**config.mk**
```make
export PLATFORM = sky130hd
export DESIGN_NAME = reset_sequencer
export DESIGN_NICKNAME = d
export VERILOG_FILES = /design/src/rtl/reset_sequencer.sv
export SDC_FILE = /design/constraint.sdc
export NUM_CORES = 1
export LEC_CHECK = 0
export ABC_AREA = 1
export CORE_MARGIN = 2
export CORE_UTILIZATION = 45
export CTS_BUF_LIST = sky130_fd_sc_hd__clkbuf_4 sky130_fd_sc_hd__clkbuf_8
export CTS_CLUSTER_SIZE = 30
export DETAILED_ROUTE_END_ITERATION = 10
export SKIP_LAST_GASP = 1
export SYNTH_ARGS = -nofsm -noshare
export SYNTH_HDL_FRONTEND = slang
export SYNTH_SLANG_ARGS = --single-unit
```
**constraint.sdc**
```tcl
create_clock -name clk -period 2.5 [get_ports clk]
set_input_delay 0.5 -clock clk [delete_from_list [all_inputs] [get_ports clk]]
set_output_delay 0.5 -clock clk [all_outputs]
set_load 0.005 [all_outputs]
```
**src/rtl/reset_sequencer.sv**
```systemverilog
// Chip-level reset sequencer: synchronizes async_rst release, then drops per-stage resets in order
// after a hold delay and fixed gaps between stages; a soft reset request from DONE replays the sequence.
module reset_sequencer #(
  parameter int NUM_STAGES  = 4,
  parameter int HOLD_CYCLES = 16,
  parameter int GAP_CYCLES  = 8,
  parameter int CNT_W       = 8
) (
  input  logic                  clk,
  input  logic                  async_rst,
  input  logic                  sw_rst_req,
  output logic [NUM_STAGES-1:0] stage_rst,
  output logic                  seq_busy,
  output logic                  seq_done,
  output logic                  sw_rst_ack
);

  localparam int IDX_W = (NUM_STAGES > 1) ? $clog2(NUM_STAGES) : 1;
  localparam logic [CNT_W-1:0] HOLD_LAST = CNT_W'(HOLD_CYCLES - 1);
  localparam logic [CNT_W-1:0] GAP_LAST  = CNT_W'(GAP_CYCLES - 1);
  localparam logic [IDX_W-1:0] LAST_IDX  = IDX_W'(NUM_STAGES - 1);

  typedef enum logic [1:0] {
    ST_RESET,
    ST_HOLD,
    ST_RELEASE,
    ST_DONE
  } state_t;

  state_t           state;
  logic [CNT_W-1:0] cnt;
  logic [IDX_W-1:0] idx;
  logic [1:0]       sync_ff;
  logic             sync_rst;

  // Assertion is immediate; release reaches the FSM two edges later.
  always_ff @(posedge clk or posedge async_rst) begin
    if (async_rst) begin
      sync_ff <= 2'b11;
    end else begin
      sync_ff <= {sync_ff[0], 1'b0};
    end
  end

  assign sync_rst = sync_ff[1];

  always_ff @(posedge clk or posedge async_rst) begin
    if (async_rst) begin
      state      <= ST_RESET;
      cnt        <= '0;
      idx        <= '0;
      stage_rst  <= '1;
      seq_busy   <= 1'b0;
      seq_done   <= 1'b0;
      sw_rst_ack <= 1'b0;
    end else begin
      sw_rst_ack <= 1'b0;
      case (state)
        ST_RESET: begin
          if (!sync_rst) begin
            state    <= ST_HOLD;
            cnt      <= '0;
            idx      <= '0;
            seq_busy <= 1'b1;
          end
        end
        ST_HOLD: begin
          if (cnt == HOLD_LAST) begin
            stage_rst[0] <= 1'b0;
            cnt          <= '0;
            idx          <= IDX_W'(1);
            if (NUM_STAGES == 1) begin
              state    <= ST_DONE;
              seq_busy <= 1'b0;
              seq_done <= 1'b1;
            end else begin
              state <= ST_RELEASE;
            end
          end else begin
            cnt <= cnt + CNT_W'(1);
          end
        end
        ST_RELEASE: begin
          if (cnt == GAP_LAST) begin
            stage_rst <= stage_rst & ~(NUM_STAGES'(1) << idx);
            cnt       <= '0;
            idx       <= idx + IDX_W'(1);
            if (idx == LAST_IDX) begin
              state    <= ST_DONE;
              seq_busy <= 1'b0;
              seq_done <= 1'b1;
            end
          end else begin
            cnt <= cnt + CNT_W'(1);
          end
        end
        ST_DONE: begin
          // Requests are only honoured here; earlier ones are dropped, not queued.
          if (sw_rst_req) begin
            stage_rst  <= '1;
            sw_rst_ack <= 1'b1;
            state      <= ST_HOLD;
            cnt        <= '0;
            idx        <= '0;
            seq_busy   <= 1'b1;
            seq_done   <= 1'b0;
          end
        end
        default: begin
          state <= ST_RESET;
        end
      endcase
    end
  end

endmodule

```
== Yosys cells after proc, flatten, opt, wreduce, memory -nomap -nowiden ==
Index checks and enable logic that the tools add are counted.
Storage, ports and cells
  register bits after elaboration: 21
  logic and storage cells: 68
  output and inout port bits: 7
  input port bits: 3
Operators by class
  shifts and indexed selects: 1
  bitwise logic cells: 2
  add/subtract/negate cells: 2
  eq/ne operators: 11
  reductions and logical operators: 11
  mux-type cells: 32
Operators with widths (number)
  $mux 8: 4
  $pmux 8 s4: 1
  $mux 2: 9
  $pmux 2 s4: 2
  $reduce_and 4->1: 3
  $mux 1: 10
  $ne 2x2->1 const B: 5
  $reduce_and 5->1: 2
  $add 8x1->8 const B: 1
  $eq 8x3->1 const B: 1
  $eq 8x4->1 const B: 1
  $mux 4: 2
  $eq 2x2->1 const B: 3
  $pmux 1 s3: 2
  $pmux 3 s2: 1
  $reduce_bool 3->1: 2
  $and 4x4->4: 1
  $not 4->4: 1
  $shl 1x2->4 const A: 1
  $reduce_and 3->1: 1
  $add 2x1->2 const B: 1
  $eq 2x1->1 const B: 1
  $logic_not 2->1: 1
  $pmux 1 s2: 1
  other kinds (2): 2

== Logic depth before layout (Yosys ltp) ==
Gate-level depths: netlist of the first run.
  word-level depth: 5
  gate-level depth with buffers: 9
  gate-level depth less buffers: 9

== Least setup slack after synthesis of the first run ==
No wires, ideal clock.
  path kind: reg-to-reg
  start: reg state[0]
  end: reg seq_busy
  path slack: 1.053 ns
  library setup time: 0.131 ns
  data required time: 2.369 ns
  period minus slack after synthesis: 1.447 ns
  path buffers: 0
  cell stages (with the launch flop): 8
  arrival time: 1.316 ns
  path through: dfrtp_1 ha_1 nand2_1 nand2_4 inv_1 nand3_1 o21ai_0 o21ai_0
Between the ends
  longest elaborated chain between the ends: 3
  elaborated cells on any way between the ends: 10
  classes of those cells: eq/ne: 6; mux: 1; reduce/logical: 3
RTL lines
  from (decl): RTL line 30  | state_t state;
  from (signal assigned): RTL line 49  | state <= ST_RESET;
  from (signal assigned): RTL line 61  | state <= ST_HOLD;
  from (signal assigned): RTL line 73  | state <= ST_DONE;
  $eq 2x2->1 or $logic_not 2->1 (tied branches): RTL line 58  | case (state)
  $ne 2x2->1 (no line) or $reduce_bool 3->1 (tied branches)
  $reduce_and 5->1 (no line)
  to (signal assigned): RTL line 53  | seq_busy <= 1'b0;
  to (signal assigned): RTL line 64  | seq_busy <= 1'b1;
  to (signal assigned): RTL line 74  | seq_busy <= 1'b0;
  to (decl): RTL line 13  | output logic seq_busy,
Several ways; a longest one is shown, not always the timed one.
A chain may end at the register's enable or synchronous reset.

== Worst setup path in the final report of the first run ==
  start: reg stage_rst[0]
  end: out stage_rst[0]
RTL lines
  from (decl): RTL line 12  | output logic [NUM_STAGES-1:0] stage_rst,
  from (signal assigned): RTL line 85  | stage_rst <= stage_rst & ~(NUM_STAGES'(1) << idx);
No word-level cell between the ends.

==> impl_metrics.tcl, run 1 <==
set metrics [dict create \
    peakVddDrop_uv 641 \
    holdWs_ps 363 \
    ant_nets 0 \
    cts_tree "built" \
    ios 10 \
    die_y_um 56.5 \
    register_area_um2 533 \
    layout.cells.non_filler 188 \
    critPathMaxFanout 3 \
    setup_violations 0 \
    grt_antenna_before_repair 0 \
    dpl.hpwl_um 1590 \
    clkPwrFrac_pct 12.6 \
    hp-start "sync_ff[0]" \
    worst_slack_ps 642 \
    worstSetupPathType "reg -> out" \
    firstDrtPassIters 4 \
    preCtsSetupSlack_ps 568 \
    grt_max_degree 22 \
    yosysTopAreaCell "dfrtp_1" \
    hold_path_class "reg -> reg" \
    hold_viol 0 \
    finalMaxSlewViolations 0 \
    max_freq_ghz 0.538 \
    path_cells "clkdlybuf4s50_1" \
    grtUsageMet2_pct 23.3 \
    cts_setup_buffers 0 \
    gp_congestion 0.774 \
    endpoint_kind "output pin" \
    finalSetupTns_ps 0 \
    clock_sinks 21 \
    path_buf_inv 1 \
    design.core.area_um2 2690 \
    finalCriticalPeriod_ps 1860 \
    cts-root-buf "clkbuf_4" \
    multi_input_area_um2 597 \
    yosysUniqueCellTypes 24 \
    wl_per_cell_um 10.8 \
    p_leak_nw 0.671 \
    htreeDepth 1 \
    grt_pass1_vias 855 \
    min_period_over_period_pct 74.3 \
    pwr-share-seq_pct 35.9 \
    grt.busiest_layer "met2" \
    synth_cells 145 \
    grt_pass1_wl_um 3670 \
    areaGrowthSynthToFinish_pct 11.9 \
    rows 19 \
    relSlewSlack_pct 48.7 \
    p_int_mw 0.800 \
    critPathLaunchType "flip-flop" \
    via_per_inst 4.88 \
    rrSetupSlack_ps 870 \
    initial_core_util_pct 46.1 \
    synth_seq_cells 21 \
    grt_usage_pct 14.7 \
    clock-skew-final_ps 1.38 \
    fp.dieW_um 56.5 \
    fin_util_pct 51.6 \
    clock_latency_ps 300 \
    critPathLaunch "stage_rst[0]" \
    fp.dieArea_um2 3190 \
    yosysSeqAreaShare_pct 43.0 \
    grt_util_met1_pct 19.0 \
    path_clk_slew_ps 110 \
    cts-resized-gates 0 \
    synth_area_um2 1240 \
    worstPathArrival_ps 1360 \
    required_ps 2000 \
    yosysWarnings 0 \
    outcome "complete, no violations" \
    avgSynthCellArea_um2 8.54 \
    grt-ovfl-total 0 \
    synth_top_area_share_pct 30.3 \
    tightestPinTransition_ps 768 \
    netlist_top_cells_area "dfrtp_1, dfstp_2, ha_1" \
    syn_nets 158 \
    combPwrFrac_pct 51.5 \
    powerDensity_nw_per_um2 1000 \
    reg2reg_depth 7 \
    hold_end "sync_ff[1]" \
    vias 918 \
    drc 0 \
    holdPathStages 0 \
    cts_buffers 3 \
    gr-usage-met3_pct 3.00 \
    ctsLongestPathBuffers 2 \
    r2r_end "stage_rst[1]" \
    slowest_stage "dfstp_2" \
    reg2reg_from "state[0]" \
    cts_hold_buf 0 \
    routed_wl_um 2030 \
    dp_cells 184 \
    nNetsFinal 171 \
    first_iter_violations 19 \
    max_stage_delay_ps 560 \
    io_buffers 9 \
    cp_top_family "flip-flops" \
    rsz0062_at_grt "no" \
    switching_share_pct 42.3 \
    drive_gt1_share_pct 12.7 \
    p_sw_mw 0.587 \
    antenna_cells 0 \
    num-fill-cells 251 \
    drv_cap 0 \
]
-- layout make-up --
| class | instances | area share, % |
|---|---|---|
| flip-flops and latches | 21 | 38.4 |
| multi-input cells | 97 | 43.1 |
| well taps | 31 | 2.80 |
| inverters | 26 | 7.04 |
| repair buffers | 9 | 6.50 |
| clock buffers | 4 | 2.17 |
-- how the worst max path moves through the flow --
stage	to	slack, ps	cells after the start
global route	stage_rst[0]	580	1
floorplan	seq_busy	1050	7
finish	stage_rst[0]	640	1
CTS	stage_rst[0]	630	1
detailed placement	cnt[6]	570	9
global placement	cnt[6]	580	9
-- cell usage in the layout, fill, tap and decap left out --
master           netlist  final
a21oi_1                1      1
a21oi_4                1      1
a31o_2                 1      1
clkbuf_4               0      4
clkdlybuf4s50_1        0      9
conb_1                 1      1
dfrtp_1               15     15
dfstp_2                6      6
ha_1                  10     10
inv_1                 26     26
nand2_1               30     30
nand2_2                1      1
nand2_4                2      2
nand3_1                9      9
nand3_2                1      1
nand4_1                7      7
nor2_1                13     13
nor2_4                 1      1
nor2_8                 1      1
o21ai_0               13     13
o21ai_4                1      1
o21bai_1               1      1
o21bai_2               1      1
xnor2_1                1      1
xor2_1                 1      1
-- metrics by stage --
stage / area [um2] / power (mW)
after floorplan: 1240 / 1.03
after global routing: 1390 / 1.53
after detailed placement: 1360 / 1.23
after global placement: 1360 / 1.23
after CTS: 1390 / 1.41
final: 1390 / 1.39
-- cell usage after synthesis --
library cell	instances
nand2_1	30
inv_1	26
dfrtp_1	15
nor2_1	13
o21ai_0	13
ha_1	10
nand3_1	9
nand4_1	7
dfstp_2	6
nand2_4	2
a21oi_1	1
a21oi_4	1
a31o_2	1
buf_6	1
conb_1	1
nand2_2	1
nand3_2	1
nor2_4	1
nor2_8	1
o21ai_4	1
o21bai_1	1
o21bai_2	1
xnor2_1	1
xor2_1	1
-- flip-flops by register name (all words and copies together) (netlist names) --
register and cells:
seq_busy 1, sw_rst_ack 1, stage_rst 4, state 2
sync_ff 2, idx 2, cnt 8, seq_done 1
-- logic make-up (layout without fill, tap and decap cells) --
group | after synthesis | after routing | synth area share (%)
and+or+nand+nor | 65 | 65 | 25.9
buffers and inverters | 27 | 39 | 8.79
xor gates and xnor gates | 2 | 2 | 1.41
other | 1 | 1 | 0.303
DFF | 21 | 21 | 43.0
AOI/OAI and AO/OA | 19 | 19 | 10.5
adders and majority gates | 10 | 10 | 10.1
-- power groups by stage --
stage	sequential (mW)	combinational, mW	clock, mW
2_1_floorplan	0.499	0.527	0
5_1_grt	0.509	0.819	0.201
3_5_place_dp	0.506	0.727	0
3_3_place_gp	0.500	0.727	0
6_report	0.498	0.714	0.175
4_1_cts	0.499	0.726	0.182
-- routing by layer --
layer  vias to the layer above  part of all wire, %
met5                         -                    0
met4                         0                  2.3
met3                         5                  2.8
met2                        12                   46
met1                       418                   49
li1                        483                    -
(Power assumes the default switching activity.)
==> inputs of run 2 (changes only) <==
Clock period 2.5 ns to 1.9 ns, I/O delays scaled along.
==> impl_metrics.tcl, run 2 (synthesized netlist as in run 1, its figures left out) <==
set metrics [dict create \
    fp.dieW_um 56.5 \
    layout_common_cells "nand2_1, inv_1, dfrtp_1" \
    peakVddDrop_uv 1020 \
    hp-start "sync_ff[0]" \
    critPathMaxFanout 3 \
    path_cells "clkdlybuf4s50_1" \
    r2r_end "seq_busy" \
    firstDrtPassIters 4 \
    fp.dieArea_um2 3190 \
    finalMaxSlewViolations 0 \
    drv_cap 0 \
    cp_top_family "flip-flops" \
    nNetsFinal 173 \
    clock_latency_ps 310 \
    ant_nets 0 \
    grt_pass1_wl_um 4130 \
    ios 10 \
    rows 19 \
    clock_sinks 21 \
    grtUsageMet2_pct 26.9 \
    hold_path_class "reg -> reg" \
    fin_util_pct 52.2 \
    largest_reg_flops 8 \
    dpl.hpwl_um 1730 \
    drive_gt1_share_pct 13.8 \
    path_buf_inv 1 \
    holdPathStages 0 \
    required_ps 1520 \
    min_period_over_period_pct 91.4 \
    initial_core_util_pct 46.1 \
    via_per_inst 5.03 \
    dp_cells 186 \
    reg2reg_depth 8 \
    cts_setup_buffers 0 \
    cts_tree "built" \
    grt-ovfl-total 0 \
    htreeDepth 1 \
    antenna_cells 0 \
    first_iter_violations 33 \
    drc 0 \
    path_clk_slew_ps 110 \
    max_stage_delay_ps 560 \
    p_leak_nw 0.681 \
    io_buffers 9 \
    reg2reg_from "state[0]" \
    grt_usage_pct 16.5 \
    cts_hold_buf 0 \
    cts-resized-gates 0 \
    finalCriticalPeriod_ps 1740 \
    critPathLaunchType "flip-flop" \
    finalPower_mw 1.86 \
    grt_antenna_before_repair 0 \
    finalSetupTns_ps 0 \
    grt_max_degree 22 \
    worstSetupPathType "reg -> out" \
    powerDensity_nw_per_um2 1330 \
    outcome "complete, no violations" \
    grt_util_met1_pct 21.7 \
    rsz0062_at_grt "no" \
    postLayoutCellArea_um2 1400 \
    clock-skew-final_ps 5.93 \
    areaGrowthSynthToFinish_pct 13.1 \
    wl_per_cell_um 11.4 \
    slowest_stage "dfstp_2" \
    grt.busiest_layer "met2" \
    gr-usage-met3_pct 2.76 \
    vias 955 \
    die_y_um 56.5 \
    place_area_um2 1370 \
    preCtsSetupSlack_ps 145 \
    layout.cells.non_filler 190 \
    holdWs_ps 363 \
    endpoint_kind "output pin" \
    regMostFlops "cnt" \
    setup_violations 0 \
    design.core.area_um2 2690 \
    hold_viol 0 \
    cts_buffers 3 \
    worstPathArrival_ps 1360 \
    reg_top3 "cnt (8), stage_rst (4)" \
    routed_wl_um 2170 \
    grt_pass1_vias 945 \
    gp_congestion 0.761 \
    hold_end "sync_ff[1]" \
    ctsLongestPathBuffers 2 \
    final_common_cell "nand2_1" \
    rrSetupSlack_ps 320 \
    cts-root-buf "clkbuf_4" \
    max_freq_ghz 0.576 \
    worst_slack_ps 164 \
]
==> run 2: power breakdown <==
group | internal, mW | switching (mW) | total [mW]
combinational | 0.392 | 0.578 | 0.970
sequential | 0.579 | 0.0785 | 0.657
clock | 0.0963 | 0.134 | 0.230
total | 1.07 | 0.790 | 1.86
==> run 2: cell type report <==
class	count	area, um2
fillers	245	1280
well taps	31	38.8
flip-flops and latches	21	533
inverters	26	97.6
multi-input cells	97	597
clock buffers	4	30.0
repair buffers	11	105
==> run 2: metal layers <==
metal | part of all wire, % | vias up | wire length (um)
li1 | - | 487 | -
met1 | 47 | 449 | 1020
met2 | 49 | 14 | 1060
met3 | 2.4 | 5 | 51
met4 | 1.7 | 0 | 36
met5 | 0 | - | 0
==> run 2: worst max-delay path by stage <==
stage | from | slack (ps) | cells after the start | endpoint
finish | stage_rst[0] | 160 | 1 | stage_rst[0]
global route | state[0] | 30 | 7 | stage_rst[3]
detailed placement | sw_rst_req | 150 | 9 | cnt[6]
floorplan | state[0] | 450 | 7 | seq_busy
CTS | stage_rst[0] | 160 | 1 | stage_rst[0]
global placement | sw_rst_req | 190 | 9 | cnt[6]
